## config.mk

```make
export PLATFORM = sky130hd
export DESIGN_NAME = seg7_countdown_ctrl_flat
export DESIGN_NICKNAME = d
export VERILOG_FILES = /design/src/rtl/seg7_countdown_ctrl_if.sv /design/src/rtl/seg7_countdown_ctrl.sv /design/src/flat_wrapper.sv
export SDC_FILE = /design/constraint.sdc
export NUM_CORES = 1
export LEC_CHECK = 0
export ABC_AREA = 1
export BUFFER_PORTS_ARGS = -buffer_cell sky130_fd_sc_hd__buf_2
export CELL_PAD_IN_SITES_DETAIL_PLACEMENT = 1
export CELL_PAD_IN_SITES_GLOBAL_PLACEMENT = 1
export CORE_UTILIZATION = 40
export DETAILED_ROUTE_END_ITERATION = 8
export HOLD_SLACK_MARGIN = 0.05
export MAX_ROUTING_LAYER = met4
export PLACE_DENSITY = 0.75
export SKIP_LAST_GASP = 1
export SYNTH_ARGS = -nofsm -noshare
export SYNTH_HDL_FRONTEND = slang
export SYNTH_SLANG_ARGS = --single-unit
```

## constraint.sdc

```tcl
create_clock -name clk -period 1.75 [get_ports clk]
set_input_delay 0.35 -clock clk [delete_from_list [all_inputs] [get_ports clk]]
set_output_delay 0.35 -clock clk [all_outputs]
set_load 0.02 [all_outputs]
```

## src/rtl/seg7_countdown_ctrl_if.sv

```systemverilog
// -----------------------------------------------------------------------------
// seg7_countdown_ctrl_if
// Groups the request inputs and display-control outputs of seg7_countdown_ctrl.
//   master : the side issuing requests (op-select/timer logic, testbench)
//   slave  : the sequencer itself
// Signals:
//   i_start, i_abort, i_ack     request strobes
//   i_op_code[2:0]              op code to latch on accepted start
//   i_load_val[3:0]             countdown start value 0..15
//   o_en, o_disp_mode           display enable / 0 = op symbol, 1 = digit
//   o_op_code[2:0]              latched op code
//   o_digit_val[3:0]            remaining count
//   o_busy, o_done              busy in SHOW_OP/COUNT, done pulse on expiry
// -----------------------------------------------------------------------------
interface seg7_countdown_ctrl_if;
   logic       i_start;
   logic       i_abort;
   logic       i_ack;
   logic [2:0] i_op_code;
   logic [3:0] i_load_val;
   logic       o_en;
   logic       o_disp_mode;
   logic [2:0] o_op_code;
   logic [3:0] o_digit_val;
   logic       o_busy;
   logic       o_done;

   modport master (
      output i_start, i_abort, i_ack, i_op_code, i_load_val,
      input  o_en, o_disp_mode, o_op_code, o_digit_val, o_busy, o_done
   );

   modport slave (
      input  i_start, i_abort, i_ack, i_op_code, i_load_val,
      output o_en, o_disp_mode, o_op_code, o_digit_val, o_busy, o_done
   );
endinterface

```

## src/rtl/seg7_countdown_ctrl.sv

```systemverilog
// -----------------------------------------------------------------------------
// seg7_countdown_ctrl
// Sequencer feeding the display-control inputs of the 7-seg driver. A start
// shows the op symbol for OP_SHOW_TICKS ticks, then counts the loaded value
// down once per tick, pulses o_done at zero and holds "0" until acknowledged.
//
// Ports:
//   clk    system clock
//   rst_n  asynchronous active-low reset
//   bus    seg7_countdown_ctrl_if.slave (requests in, display controls out)
//
// Parameters:
//   TICK_DIV       clk cycles per countdown tick (>= 2)
//   OP_SHOW_TICKS  ticks the op symbol is shown before counting (>= 1)
//   BLINK_DIV      clk cycles per blink half-period (>= 1)
//
// Build option:
//   SEG7_CD_BLINK_EN  when defined, o_en blinks with half-period BLINK_DIV in
//                     EXPIRED; otherwise o_en is a steady 1 there.
// -----------------------------------------------------------------------------
module seg7_countdown_ctrl #(
   parameter int TICK_DIV      = 100_000_000,
   parameter int OP_SHOW_TICKS = 2,
   parameter int BLINK_DIV     = 25_000_000
) (
   input  logic                   clk,
   input  logic                   rst_n,
   seg7_countdown_ctrl_if.slave   bus
);

   localparam int PW = (TICK_DIV > 1) ? $clog2(TICK_DIV) : 1;
   localparam int TW = $clog2(OP_SHOW_TICKS + 1);
   localparam logic [PW-1:0] PRE_LAST  = PW'(TICK_DIV - 1);
   localparam logic [TW-1:0] TICK_LAST = TW'(OP_SHOW_TICKS - 1);

   if (TICK_DIV < 2 || OP_SHOW_TICKS < 1 || BLINK_DIV < 1) begin : g_bad_param
      $error("seg7_countdown_ctrl: illegal parameter value");
   end

   typedef enum logic [1:0] {
      S_IDLE,
      S_SHOW_OP,
      S_COUNT,
      S_EXPIRED
   } state_t;

   state_t          state;
   logic [PW-1:0]   pre_cnt;
   logic [TW-1:0]   tick_cnt;
   logic [3:0]      val_lat;

   logic            en_r;
   logic            mode_r;
   logic [2:0]      op_r;
   logic [3:0]      digit_r;
   logic            busy_r;
   logic            done_r;

`ifdef SEG7_CD_BLINK_EN
   localparam int BW = (BLINK_DIV > 1) ? $clog2(BLINK_DIV) : 1;
   localparam logic [BW-1:0] BLINK_LAST = BW'(BLINK_DIV - 1);
   logic [BW-1:0]   blink_cnt;
`endif

   logic tick;
   assign tick = (pre_cnt == PRE_LAST);

   always_ff @(posedge clk or negedge rst_n) begin
      if (!rst_n) begin
         state    <= S_IDLE;
         pre_cnt  <= '0;
         tick_cnt <= '0;
         val_lat  <= '0;
         en_r     <= 1'b0;
         mode_r   <= 1'b0;
         op_r     <= '0;
         digit_r  <= '0;
         busy_r   <= 1'b0;
         done_r   <= 1'b0;
`ifdef SEG7_CD_BLINK_EN
         blink_cnt <= '0;
`endif
      end else begin
         // o_done is a single-cycle pulse; only the expiry transition raises it.
         done_r <= 1'b0;

         if (bus.i_abort || (state == S_EXPIRED && bus.i_ack)) begin
            // Abort (any state) or acknowledge: back to IDLE, latches cleared.
            state    <= S_IDLE;
            pre_cnt  <= '0;
            tick_cnt <= '0;
            val_lat  <= '0;
            en_r     <= 1'b0;
            mode_r   <= 1'b0;
            op_r     <= '0;
            digit_r  <= '0;
            busy_r   <= 1'b0;
         end else if ((state == S_IDLE || state == S_EXPIRED) && bus.i_start) begin
            // Accepted start: latch op/value and show the op symbol.
            state    <= S_SHOW_OP;
            pre_cnt  <= '0;
            tick_cnt <= '0;
            val_lat  <= bus.i_load_val;
            en_r     <= 1'b1;
            mode_r   <= 1'b0;
            op_r     <= bus.i_op_code;
            digit_r  <= '0;
            busy_r   <= 1'b1;
         end else begin
            case (state)
               S_SHOW_OP: begin
                  if (!tick) begin
                     pre_cnt <= pre_cnt + 1'b1;
                  end else begin
                     pre_cnt <= '0;
                     if (tick_cnt != TICK_LAST) begin
                        tick_cnt <= tick_cnt + 1'b1;
                     end else if (val_lat == 4'd0) begin
                        // Nothing to count: skip straight to expiry.
                        state   <= S_EXPIRED;
                        en_r    <= 1'b1;
                        mode_r  <= 1'b1;
                        digit_r <= '0;
                        busy_r  <= 1'b0;
                        done_r  <= 1'b1;
`ifdef SEG7_CD_BLINK_EN
                        blink_cnt <= '0;
`endif
                     end else begin
                        state   <= S_COUNT;
                        mode_r  <= 1'b1;
                        digit_r <= val_lat;
                     end
                  end
               end

               S_COUNT: begin
                  if (!tick) begin
                     pre_cnt <= pre_cnt + 1'b1;
                  end else begin
                     pre_cnt <= '0;
                     // The tick that would reach 0 is the expiry; <= 1 also
                     // keeps the digit from ever wrapping below zero.
                     if (digit_r <= 4'd1) begin
                        state   <= S_EXPIRED;
                        en_r    <= 1'b1;
                        digit_r <= '0;
                        busy_r  <= 1'b0;
                        done_r  <= 1'b1;
`ifdef SEG7_CD_BLINK_EN
                        blink_cnt <= '0;
`endif
                     end else begin
                        digit_r <= digit_r - 4'd1;
                     end
                  end
               end

               S_EXPIRED: begin
`ifdef SEG7_CD_BLINK_EN
                  if (blink_cnt == BLINK_LAST) begin
                     blink_cnt <= '0;
                     en_r      <= ~en_r;
                  end else begin
                     blink_cnt <= blink_cnt + 1'b1;
                  end
`else
                  en_r <= 1'b1;
`endif
               end

               default: begin
                  // IDLE without an accepted start: hold everything at rest.
                  pre_cnt <= '0;
               end
            endcase
         end
      end
   end

   assign bus.o_en        = en_r;
   assign bus.o_disp_mode = mode_r;
   assign bus.o_op_code   = op_r;
   assign bus.o_digit_val = digit_r;
   assign bus.o_busy      = busy_r;
   assign bus.o_done      = done_r;

endmodule

```

## src/flat_wrapper.sv

```systemverilog
// flat-port wrapper written by rule: the top's interface ports become plain ports
module seg7_countdown_ctrl_flat 
#(
   parameter int TICK_DIV      = 100_000_000,
   parameter int OP_SHOW_TICKS = 2,
   parameter int BLINK_DIV     = 25_000_000
)
  (clk, rst_n, bus_i_start, bus_i_abort, bus_i_ack, bus_i_op_code, bus_i_load_val, bus_o_en, bus_o_disp_mode, bus_o_op_code, bus_o_digit_val, bus_o_busy, bus_o_done);
  seg7_countdown_ctrl_if bus_i ();
  input  logic clk;
  input  logic rst_n;
  input wire logic [$bits(bus_i.i_start)-1:0] bus_i_start;
  input wire logic [$bits(bus_i.i_abort)-1:0] bus_i_abort;
  input wire logic [$bits(bus_i.i_ack)-1:0] bus_i_ack;
  input wire logic [$bits(bus_i.i_op_code)-1:0] bus_i_op_code;
  input wire logic [$bits(bus_i.i_load_val)-1:0] bus_i_load_val;
  output wire logic [$bits(bus_i.o_en)-1:0] bus_o_en;
  output wire logic [$bits(bus_i.o_disp_mode)-1:0] bus_o_disp_mode;
  output wire logic [$bits(bus_i.o_op_code)-1:0] bus_o_op_code;
  output wire logic [$bits(bus_i.o_digit_val)-1:0] bus_o_digit_val;
  output wire logic [$bits(bus_i.o_busy)-1:0] bus_o_busy;
  output wire logic [$bits(bus_i.o_done)-1:0] bus_o_done;
  assign bus_i.i_start = bus_i_start;
  assign bus_i.i_abort = bus_i_abort;
  assign bus_i.i_ack = bus_i_ack;
  assign bus_i.i_op_code = bus_i_op_code;
  assign bus_i.i_load_val = bus_i_load_val;
  assign bus_o_en = bus_i.o_en;
  assign bus_o_disp_mode = bus_i.o_disp_mode;
  assign bus_o_op_code = bus_i.o_op_code;
  assign bus_o_digit_val = bus_i.o_digit_val;
  assign bus_o_busy = bus_i.o_busy;
  assign bus_o_done = bus_i.o_done;
  seg7_countdown_ctrl #(.TICK_DIV(TICK_DIV), .OP_SHOW_TICKS(OP_SHOW_TICKS), .BLINK_DIV(BLINK_DIV)) u_core (.clk(clk), .rst_n(rst_n), .bus(bus_i));
endmodule
```

* Yosys cells after proc, flatten, opt, wreduce, memory -nomap -nowiden *
Index checks and enable logic that the tools add are counted.

operators by class
  add/subtract/negate cells = 3
  $lt $le $gt $ge = 1
  eq/ne operators = 12
  multiplexer cells = 58
  reduce and logical (&&, ||, !) cells = 19

operator list
  cell                   count
  $mux 27                3
  $pmux 27 s2            1
  $mux 4                 9
  $add 27x1->27 const B  1
  $eq 27x27->1 const B   1
  $mux 1                 27
  $mux 2                 11
  $ne 4x1->1 const B     4
  $reduce_and 6->1       2
  $reduce_bool 3->1      3
  $pmux 4 s2             1
  $mux 3                 2
  $reduce_and 3->1       2
  $reduce_and 5->1       1
  $reduce_bool 5->1      1
  $eq 2x2->1 const B     2
  $le 4x1->1 const B     1
  $logic_not 4->1        1
  $ne 4x2->1 const B     1
  $pmux 1 s2             2
  $pmux 2 s2             1
  $reduce_and 4->1       1
  $reduce_bool 4->1      1
  $sub 4x1->4 const B    1
  11 further kinds       13

word-level totals
  flip-flop bits (word level) = 46
  bits of input ports = 12
  output and inout port bits = 11

* Depth between registers and ports, before layout *
Gate-level depths: netlist (run 1).

  depth after elaboration = 7
  depth in mapped cells = 12
  gate-level depth less buffers = 12

* Least setup slack after synthesis (run 1) *
Ideal clock, no wire load.

  path type = reg-to-reg
  from = reg u_core.state[0]
  to = reg u_core.pre_cnt[26]
  data arrival time = 1.595 ns
  path slack = 0.035 ns
  cell stages (with the launch flop) = 11
  clock period less this slack = 1.715 ns
  cell sequence = dfrtp_1 -> inv_1 -> ha_1 -> nand2_1 -> nand3_2 -> inv_2 -> nand2_2 -> buf_4 -> nand3_1 -> xor2_1 -> nor2_1

between the ends
  cells in the longest elaborated chain, start to end = 5
  elaborated cells between the ends (all ways) = 13

RTL lines
  what                                                                  line                                                   source
  start, declared                                                       seg7_countdown_ctrl.sv:47                              state_t state;
  start signal, assigned                                                seg7_countdown_ctrl.sv:70                              state <= S_IDLE;
  start signal, assigned                                                seg7_countdown_ctrl.sv:89                              state <= S_IDLE;
  start signal, assigned                                                seg7_countdown_ctrl.sv:100                             state <= S_SHOW_OP;
  $eq 2x1->1 (tied with other cells)                                    seg7_countdown_ctrl.sv:110                             case (state)
  $reduce_or 2->1 (no line) / $logic_or 1x1->1 (equally long branches)  --
  $pmux 27 s2 / $logic_and 1x1->1 (equally long branches)               seg7_countdown_ctrl.sv:110, seg7_countdown_ctrl.sv:98
  $mux 27                                                               seg7_countdown_ctrl.sv:98                              end else if ((state == S_IDLE || state == S_EXPIRED) && bus.i_start) begin
  $mux 27                                                               seg7_countdown_ctrl.sv:87                              if (bus.i_abort || (state == S_EXPIRED && bus.i_ack)) begin
  end signal, assigned                                                  seg7_countdown_ctrl.sv:113                             pre_cnt <= pre_cnt + 1'b1;
  end signal, assigned                                                  seg7_countdown_ctrl.sv:139                             pre_cnt <= pre_cnt + 1'b1;
  end, declared                                                         seg7_countdown_ctrl.sv:48                              logic [PW-1:0] pre_cnt;

Several ways; a longest one is shown, not always the timed one.
A chain may end at the register's enable or synchronous reset.

* Worst setup path after layout (run 1) *
  from = reg u_core.state[0]
  to = reg u_core.digit_r[2], in the netlist u_core.bus.o_digit_val[2]

between the ends
  cells in the longest elaborated chain, start to end = 5
  elaborated cells between the ends (all ways) = 16

RTL lines
  what                                                          line                                                  source
  $eq 2x2->1 / $logic_not 2->1 (equally long branches)          seg7_countdown_ctrl.sv:87, seg7_countdown_ctrl.sv:98
  $logic_or 1x1->1 / $logic_and 1x1->1 (equally long branches)  seg7_countdown_ctrl.sv:98, seg7_countdown_ctrl.sv:87
  $logic_and 1x1->1 / $logic_or 1x1->1 (equally long branches)  seg7_countdown_ctrl.sv:98, seg7_countdown_ctrl.sv:87
  $ne 4x1->1 (no line) (tied with other cells)                  --
  $reduce_and 4->1 (no line) / $mux 4 (equally long branches)   --
  end signal, assigned                                          seg7_countdown_ctrl.sv:132                            digit_r <= val_lat;
  end signal, assigned                                          seg7_countdown_ctrl.sv:154                            digit_r <= digit_r - 4'd1;
  end, declared                                                 seg7_countdown_ctrl.sv:55                             logic [3:0] digit_r;

Several ways; a longest one is shown, not always the timed one.

==> flow_summary.ini, run 1 <==
[run_status]
outcome = finished clean

[grt]
grtUsageMet3_pct = 2.95
grt_pass1_wl_um = 12800
antenna_found_initial = 0
grt_max_degree = 47
grt_use_total_pct = 23.6
grt_overflow = 0
met1_usage_pct = 30.2
top_usage_layer = met2
grt.met2_usage_pct = 39.6
grt_pass1_vias = 2692

[hold_path]
hp-class = primary input to flop
min_path_cells = 3

[routing]
vias = 2560
drtPass1Iterations = 4
ant_nets = 0
drtIter0Drc = 92
wl_per_cell_um = 16.1
routed_wl_um = 7960
vias_per_cell = 5.19
route.detailed.drc = 0

[logic_synthesis]
seq_area_frac_synth_pct = 42.6
synthMuxAreaShare_pct = 0.371
ys_ff_latch = 46
synth_cell_types = 31
syn_nets = 374
ys_warn_count = 0
synth_top_family_by_area = simple AND/OR/NAND/NOR gates
synth-xor-area-share_pct = 2.92
avgSynthCellArea_um2 = 7.61
synth_compound_area_share_pct = 7.97
syn_inst = 355
synthAdderAreaFrac_pct = 3.24
synth_area_um2 = 2700
synthSimpleGateAreaFrac_pct = 35.6

[final_layout]
n_antenna_cell = 0
final_cell_mix = nand2_1, nor2_1, dfrtp_1
final_common_cell = nand2_1
area_delta_synth_final_pct = 27.0
final_core_util_pct = 53.4
nets = 434
drive_gt1_share_pct = 28.1
fill_cells = 810

[die]
core_um2 = 6420
io_pins = 23
start_util_pct = 42.0
dieHeight_um = 84.2
dieArea_um2 = 7080
fp.dieW_um = 84.2
row_count = 29

[power]
worst_ir_drop_vdd_v = 0.000528
powerDensity_nw_per_um2 = 1100
p_sw_mw = 1.60
p_leak_nw = 1.59
seq_power_share_pct = 33.7
p_clk_share_pct = 18.8
p_comb_share_pct = 47.5
swShare_pct = 42.3
power_mw = 3.78
internal-power_mw = 2.18

[sta]
timing.hold.ws_ns = 0.245
slew_violations = 0
hold_viol = 0
slew_headroom_pct = 77.7
skew_ns = 0.0109
finalWorstSetupSlack_ns = 0.0388
setup-violations-final = 0
timing.final.crit_share_pct = 97.8
finalSetupTns_ns = 0
rsz0062_at_grt = true
min_period_ns = 1.71
tightest_slew_ns = 0.332
max_freq_ghz = 0.584

[cts]
clk_path_buf_depth = 2
path_clk_slew_ns = 0.10
cts_sinks = 46
cts_tree = built
insertion_delay_ns = 0.31
root_buffer = clkbuf_8
htreeDepth = 2
cts_buffers = 5

[critical_path]
worst-endpoint-arrival_ns = 1.92
worstRegToRegCells = 10
worstSetupStartpointType = flop
critical_path_class = flop to flop
critical_path_required_ns = 1.96
endpoint_kind = flop
critPathMaxFanout = 7

[placed_design]
place_congestion = 0.864
dp_hpwl_um = 5740
pre_cts_ws_ns = -0.0992
io_buffers = 22

[run]
max_cap_violations = 0
-- cell type report --
type,instances,area [µm²],share of cell area (%)
multi-input combinational,260,1520,44.3
tap,77,96.3,2.81
clock buffer,5,68.8,2.01
sequential,46,1150,33.6
inverter,46,178,5.18
timing repair buffer,56,392,11.4
clock inverter,3,25.0,0.730
-- path summary, 6_finish.rpt --
kind | startpoint | to | slack, ns
max | u_core.state[0] | u_core.bus.o_digit_val[2] | 0.04
min | bus_i_load_val[0] | u_core.val_lat[0] | 0.25
max reg2reg | u_core.state[0] | u_core.bus.o_digit_val[2] | 0.04
min reg2reg | u_core.tick_cnt[0] | u_core.tick_cnt[0] | 0.49
max in group asynchronous | rst_n | u_core.pre_cnt[10] | 0.97
min in group asynchronous | rst_n | u_core.bus.o_en | 0.55
-- through the flow --
stage / cells / instance area, µm²
after CTS: 490 / 3270
final: 493 / 3430
after detailed placement: 480 / 3110
after floorplan: 355 / 2700
after global placement: 480 / 3110
after global routing: 493 / 3430
-- worst max-delay path, cell delays in order (launching register included) --
cell,delay (ns)
dfrtp_1,0.39
inv_1,0.08
ha_4,0.28
nand2_2,0.07
nand3_4,0.12
inv_4,0.07
buf_8,0.14
nand2_2,0.10
nand3b_1,0.18
nand2_1,0.11
nand2_1,0.06
-- state kept, by name, indices dropped and copies added, names as in the netlist, 2 cells and up --
signal,cells
u_core.pre_cnt,27
u_core.val_lat,4
u_core.bus.o_op_code,3
u_core.state,2
u_core.bus.o_digit_val,4
u_core.tick_cnt,2
-- cells in the mapped netlist --
cell type  number  area (µm²)
o21bai_1        1        7.51
xnor2_1         4        35.0
and2_1          1        6.26
o32ai_1         3        26.3
o21ai_1         3        15.0
inv_1          43         161
buf_6           1        11.3
nor2_1         53         199
buf_2           1        5.00
nand3b_1        1        7.51
nor3_1          6        30.0
a22o_1          3        26.3
o21ai_0        13        65.1
nor2_2          4        25.0
nand3_2         1        10.0
nand4_1        11        68.8
dfrtp_1        46        1150
nand2_4         3        33.8
nand2_2        11        68.8
nor3b_1         1        7.51
buf_4           1        7.51
o22ai_1         1        6.26
xor2_1          5        43.8
nor2_4          7        78.8
nand3_1        19        95.1
inv_2           3        11.3
a31o_2          1        8.76
ha_1            7        87.6
mux2i_1         1        10.0
a21oi_1        12        60.1
nand2_1        88         330
-- logic make-up after synthesis --
logic type	after synthesis
AO/OA/AOI/OAI	37
XOR/XNOR	9
adder cells (fa/ha/maj)	7
buffers and inverters	49
flip-flops	46
multiplexers	1
AND/OR/NAND/NOR	206
-- power groups by stage --
stage / combinational, mW / clock (mW) / sequential, mW
3_5_place_dp: 1.45 / 0 / 1.28
6_report: 1.79 / 0.711 / 1.27
3_3_place_gp: 1.40 / 0 / 1.27
5_1_grt: 1.95 / 0.760 / 1.29
2_1_floorplan: 0.825 / 0 / 1.35
4_1_cts: 1.54 / 0.729 / 1.26
-- timing repair --
item	4_1_cts	5_1_grt
gates cloned	0	0
endpoints found under the setup margin	23	32
resized for setup	10	37
endpoints found under the hold margin	46	0
buffers inserted	1	3
pin swaps	6	5
hold buffers	1	0
-- routing by layer --
layer	up-vias	share of wire, %
li1	1247	-
met1	1275	44
met2	30	52
met3	8	2.0
met4	0	1.5
met5	-	0
Note: power is estimated with default switching activity, not from simulation.
==> run 2: changes to the inputs <==
Settings changed: BUFFER_PORTS_ARGS -buffer_cell sky130_fd_sc_hd__buf_2 to -buffer_cell sky130_fd_sc_hd__clkbuf_2, CTS_CLUSTER_SIZE set to 24.
==> flow_summary.ini, run 2 (synthesized netlist as in run 1, its figures left out) <==
[critical_path]
worst-endpoint-arrival_ns = 1.90
rrSetupSlack_ns = 0.04
path_cells = ha_2 > buf_4 > inv_2 > nor2_4 > nor2_4 > nand2_2 > nor2_4 > nand3_2 > nand2_1 > nor2_1
crit_slowest_cell = dfrtp_1
critPathMaxFanout = 5
critical_path_class = flop to flop
critical_path_required_ns = 1.94
worstSetupStartpointType = flop
slowest_delay_ns = 0.43
endpoint_kind = flop
cp_common_cell = nor2_4

[power]
p_clk_share_pct = 25.2
swShare_pct = 37.7
internal-power_mw = 2.44
powerDensity_nw_per_um2 = 1140
worst_ir_drop_vdd_v = 0.000512
seq_power_share_pct = 32.4
p_leak_nw = 1.63
p_sw_mw = 1.48
power_mw = 3.92
p_comb_share_pct = 42.4

[sta]
setup-violations-final = 0
skew_ns = 0.00724
tightest_slew_ns = 0.319
hold_viol = 0
finalSetupTns_ns = 0
slew_violations = 0
timing.final.crit_share_pct = 97.5
slew_headroom_pct = 78.6
min_period_ns = 1.71
rsz0062_at_grt = true
max_freq_ghz = 0.586

[cts]
cts_tree = built
htreeDepth = 2
cts_sinks = 46
cts_buffers = 5
insertion_delay_ns = 0.30
clk_path_buf_depth = 2
root_buffer = clkbuf_8
path_clk_slew_ns = 0.09

[placed_design]
place_congestion = 0.859
dp_hpwl_um = 5710
io_buffers = 22
dp_cells = 479

[run]
max_cap_violations = 0

[final_layout]
fill_cells = 823
area_delta_synth_final_pct = 27.8
largest_reg_flops = 27
final_cell_mix = nand2_1, nor2_1, dfrtp_1
top_register = u_core.pre_cnt
final_core_util_pct = 53.8
n_antenna_cell = 0
drive_gt1_share_pct = 27.7
multi_input_area_um2 = 1470
fin_cells = 496
regArea_um2 = 1150
nets = 437
final_common_cell = nand2_1

[routing]
routed_wl_um = 7750
ant_nets = 0
drtIter0Drc = 128
route.detailed.drc = 0
drtPass1Iterations = 5
wl_per_cell_um = 15.6
vias_per_cell = 5.20
vias = 2579

[die]
io_pins = 23
dieHeight_um = 84.2
dieArea_um2 = 7080
row_count = 29
fp.dieW_um = 84.2
start_util_pct = 42.0
core_um2 = 6420

[grt]
grt_overflow = 0
grt_max_degree = 47
grt_pass1_vias = 2751
antenna_found_initial = 0
grt_use_total_pct = 24.4
grt_pass1_wl_um = 13200

[run_status]
outcome = finished clean

[hold_path]
hp-class = primary input to flop
run 2: cell count changes in the layout (fill, tap and decap cells not counted), moves of 4 or more:
| cell | change |
|---|---|
| buf_2 | -22 |
| clkbuf_2 | +22 |
| nand2_2 | -4 |
| inv_2 | +4 |
run 2: layer usage:
metal | part of all wire (%) | track usage [%] | vias to the layer above
li1 | - | - | 1253
met1 | 46 | 31.0 | 1276
met2 | 50 | 40.5 | 40
met3 | 2.7 | 3.54 | 10
met4 | 1.6 | 7.37 | 0
met5 | 0 | - | -
run 2: repair_timing:
item | CTS | global route
buffers inserted | 1 | 7
gates resized for setup | 12 | 24
hold endpoints to repair | 46 | 0
pin swaps | 5 | 7
hold buffers | 1 | 0
endpoints found under the setup margin | 25 | 30
run 2: power by group through the flow:
stage | sequential, mW | clock [mW] | combinational, mW
2_1_floorplan | 1.35 | 0 | 0.825
3_3_place_gp | 1.28 | 0 | 1.38
3_5_place_dp | 1.28 | 0 | 1.41
4_1_cts | 1.27 | 1.02 | 1.52
5_1_grt | 1.29 | 1.04 | 1.85
6_report | 1.27 | 0.988 | 1.66
run 2: final timing paths:
check,startpoint,end,cells past startpoint
min in group asynchronous,rst_n,u_core.bus.o_en,3
hold reg to reg,u_core.bus.o_busy,u_core.bus.o_busy,2
max in group asynchronous,rst_n,u_core.val_lat[0],3
setup reg to reg,u_core.state[1],u_core.pre_cnt[22],10
setup / recovery,u_core.state[1],u_core.pre_cnt[22],10
hold / removal,bus_i_load_val[3],u_core.val_lat[3],3
run 2: critical path, delay by kind of cell (launching register included):
kind                       cells  cell delay (ns)
and+or+nand+nor                7             0.70
adders and majority gates      1             0.21
DFF                            1             0.43
buffers and inverters          2             0.24
run 2: layout make-up:
| class | count | share of cell area [%] |
|---|---|---|
| clock inverters | 2 | 1.74 |
| flip-flops and latches | 46 | 33.3 |
| multi-input cells | 260 | 42.7 |
| repair buffers | 59 | 12.0 |
| well taps | 77 | 2.79 |
| clock buffers | 6 | 2.39 |
| inverters | 46 | 5.07 |
run 2: metrics by stage:
| stage | worst slack [ns] | hold slack [ns] | instance area (µm²) |
|---|---|---|---|
| floorplan | 0.0346 | 0.0544 | 2700 |
| global placement | -0.00816 | 0.359 | 3110 |
| detailed placement | -0.101 | 0.364 | 3110 |
| CTS | 0.00659 | 0.257 | 3310 |
| global route | -0.0522 | 0.269 | 3450 |
| finish | 0.0442 | 0.264 | 3450 |
==> run 3: changes to the inputs <==
Settings changed: ABC_AREA 1 to unset, CORE_UTILIZATION 40 to 41.
==> flow_summary.ini, run 3 <==
[critical_path]
critical_path_class = flop to flop
worstSetupStartpointType = flop
path_cells = or4b_4 > nor4_4 > nand3_4 > buf_4 > and2_4 > o32ai_1
slowest_delay_ns = 0.55
worstRegToRegCells = 6
crit_slowest_cell = or4b_4
r2r-start = u_core.pre_cnt[25]
rrSetupSlack_ns = -0.32
r2r_end = u_core.bus.o_digit_val[3]
critical_path.n_buffers_inverters = 1
critical_path_required_ns = 1.95
cp_top_family = simple AND/OR/NAND/NOR gates
worst-endpoint-arrival_ns = 2.28
endpoint_kind = flop
critPathMaxFanout = 5

[placed_design]
dp_hpwl_um = 5880
pre_cts_ws_ns = -0.384
place_congestion = 0.813
io_buffers = 22

[logic_synthesis]
synth_cell_types = 46
syn_nets = 314
synth_edf_count = 0
synth-main-ff-cell = dfrtp_1
ys_ff_latch = 46
synth_area_um2 = 2620
synth.top_cell.area_share_pct = 44.0
synth.most_common_cell = dfrtp_1
syn_inst = 295
synth_top_area_cell = dfrtp_1
synth.top_cells.by_area = dfrtp_1, nand2_1, nor2_1
synthTopCellsByCount = dfrtp_1, nand2_1, nor2_1
avgSynthCellArea_um2 = 8.86
seq_area_frac_synth_pct = 44.0
synthArstFlopShare_pct = 100
ys_warn_count = 0

[grt]
grt_pass1_wl_um = 13000
grt_overflow = 0
grt_pass1_vias = 2686
grt_use_total_pct = 26.4
grt_max_degree = 32
antenna_found_initial = 0

[final_layout]
n_antenna_cell = 0
multi_input_area_um2 = 1490
final_common_cell = buf_4
area_delta_synth_final_pct = 37.3
drive_gt1_share_pct = 32.4
largest_reg_flops = 27
final_cell_mix = buf_4, dfrtp_1, nand2_1
nets = 407
final_core_util_pct = 59.6
top_register = u_core.pre_cnt
fill_cells = 717
regArea_um2 = 1150

[cts]
cts_tree = built
cts_sinks = 46
cts_buffers = 5
insertion_delay_ns = 0.31
root_buffer = clkbuf_8
htreeDepth = 2
path_clk_slew_ns = 0.09
clk_path_buf_depth = 2

[run]
max_cap_violations = 0

[sta]
min_period_ns = 2.07
hold_viol = 0
rsz0062_at_grt = true
slew_violations = 0
finalWorstSetupSlack_ns = -0.324
timing.hold.ws_ns = 0.240
max_freq_ghz = 0.482
setup-violations-final = 38
skew_ns = 0.00675
tightest_slew_ns = 0.454
slew_headroom_pct = 69.7
timing.final.crit_share_pct = 119

[power]
worst_ir_drop_vdd_v = 0.000901
powerDensity_nw_per_um2 = 977
p_leak_nw = 1.57

[routing]
route.detailed.drc = 0
drtIter0Drc = 113
vias = 2569
ant_nets = 0
routed_wl_um = 8110
wl_per_cell_um = 17.5
vias_per_cell = 5.54
drtPass1Iterations = 4

[die]
core_um2 = 6030
dieHeight_um = 81.9
start_util_pct = 43.4
row_count = 28
dieArea_um2 = 6700
io_pins = 23
fp.dieW_um = 81.9

[run_status]
violations = negative setup slack
outcome = finished with violations

[hold_path]
min_path_cells = 3
hp-class = primary input to flop
whs_endpoint = u_core.bus.o_op_code[1]
hp-start = bus_i_op_code[1]
==> run 3: cell types whose count changed in the layout (fill, tap and decap cells not counted), moves of 6 or more <==
cell | before | now
nand2_2 | 11 | 1
buf_4 | 32 | 66
inv_1 | 40 | 16
nor2_4 | 9 | 0
a31oi_1 | 0 | 6
nor4_1 | 0 | 7
nor2_1 | 48 | 28
nand2_1 | 83 | 36
o21ai_0 | 11 | 4
==> run 3: what timing repair did <==
item                                   in CTS  in global routing
buffers inserted                            6                  1
gates resized for setup                     2                  6
setup endpoints to repair                  38                 38
pin swaps                                   1                  0
gates cloned                                0                  1
endpoints found under the hold margin      15                  0
hold buffers                                1                  0
==> run 3: final cells by class <==
class / instances / share of cell area, %
Clock buffer: 7 / 2.41
Sequential cell: 46 / 32.1
Inverter: 17 / 1.78
Timing Repair Buffer: 94 / 19.4
Multi-Input combinational cell: 224 / 41.5
Clock inverter: 1 / 0.139
Tap cell: 75 / 2.61
==> run 3: power by group <==
group / internal [mW] / switching [mW]
Sequential: 1.16 / 0.0875
Clock: 0.320 / 0.385
Combinational: 0.702 / 0.855
==> run 3: metrics by stage <==
step                setup TNS, ns  cells  total power [mW]  area, µm²
finish                      -9.03    464              3.51       3590
global route               -12.01    464              3.69       3590
CTS                         -8.74    462              3.48       3550
detailed placement          -8.41    447              2.78       3390
global placement            -5.58    447              2.71       3390
floorplan                   -2.71    295              2.11       2740
==> run 3: routing by layer <==
| layer | global-route usage (%) | vias to the layer above | share of wire (%) |
|---|---|---|---|
| li1 | - | 1238 | - |
| met1 | 34.5 | 1283 | 46 |
| met2 | 41.5 | 34 | 49 |
| met3 | 4.44 | 14 | 2.3 |
| met4 | 8.25 | 0 | 1.9 |
| met5 | - | - | 0 |
==> run 3: kinds of logic (layout without fill, tap and decap cells) <==
logic type	after synthesis	after routing	share of synthesized area, %
compound gates	54	54	13.4
xor+xnor	15	15	5.02
fa+ha+maj	7	7	3.35
buf+inv	26	119	3.92
flops	46	46	44.0
mux	6	6	2.30
simple gates	141	142	27.9
==> run 3: worst max-delay path by stage <==
| stage | from | end | slack (ns) | cells past startpoint |
|---|---|---|---|---|
| 2_1_floorplan | u_core.state[0] | u_core.pre_cnt[26] | -0.16 | 8 |
| 3_3_place_gp | u_core.pre_cnt[25] | u_core.pre_cnt[9] | -0.23 | 6 |
| 3_5_place_dp | u_core.pre_cnt[25] | u_core.pre_cnt[9] | -0.38 | 6 |
| 4_1_cts | u_core.pre_cnt[25] | u_core.pre_cnt[25] | -0.28 | 7 |
| 5_1_grt | u_core.pre_cnt[25] | u_core.bus.o_digit_val[3] | -0.39 | 6 |
| 6_report | u_core.pre_cnt[25] | u_core.bus.o_digit_val[3] | -0.32 | 6 |
==> run 3: worst min-delay path, stage by stage <==
cell and delay, ns:
clkbuf_2 0.08, nand2_1 0.04, a21oi_1 0.05
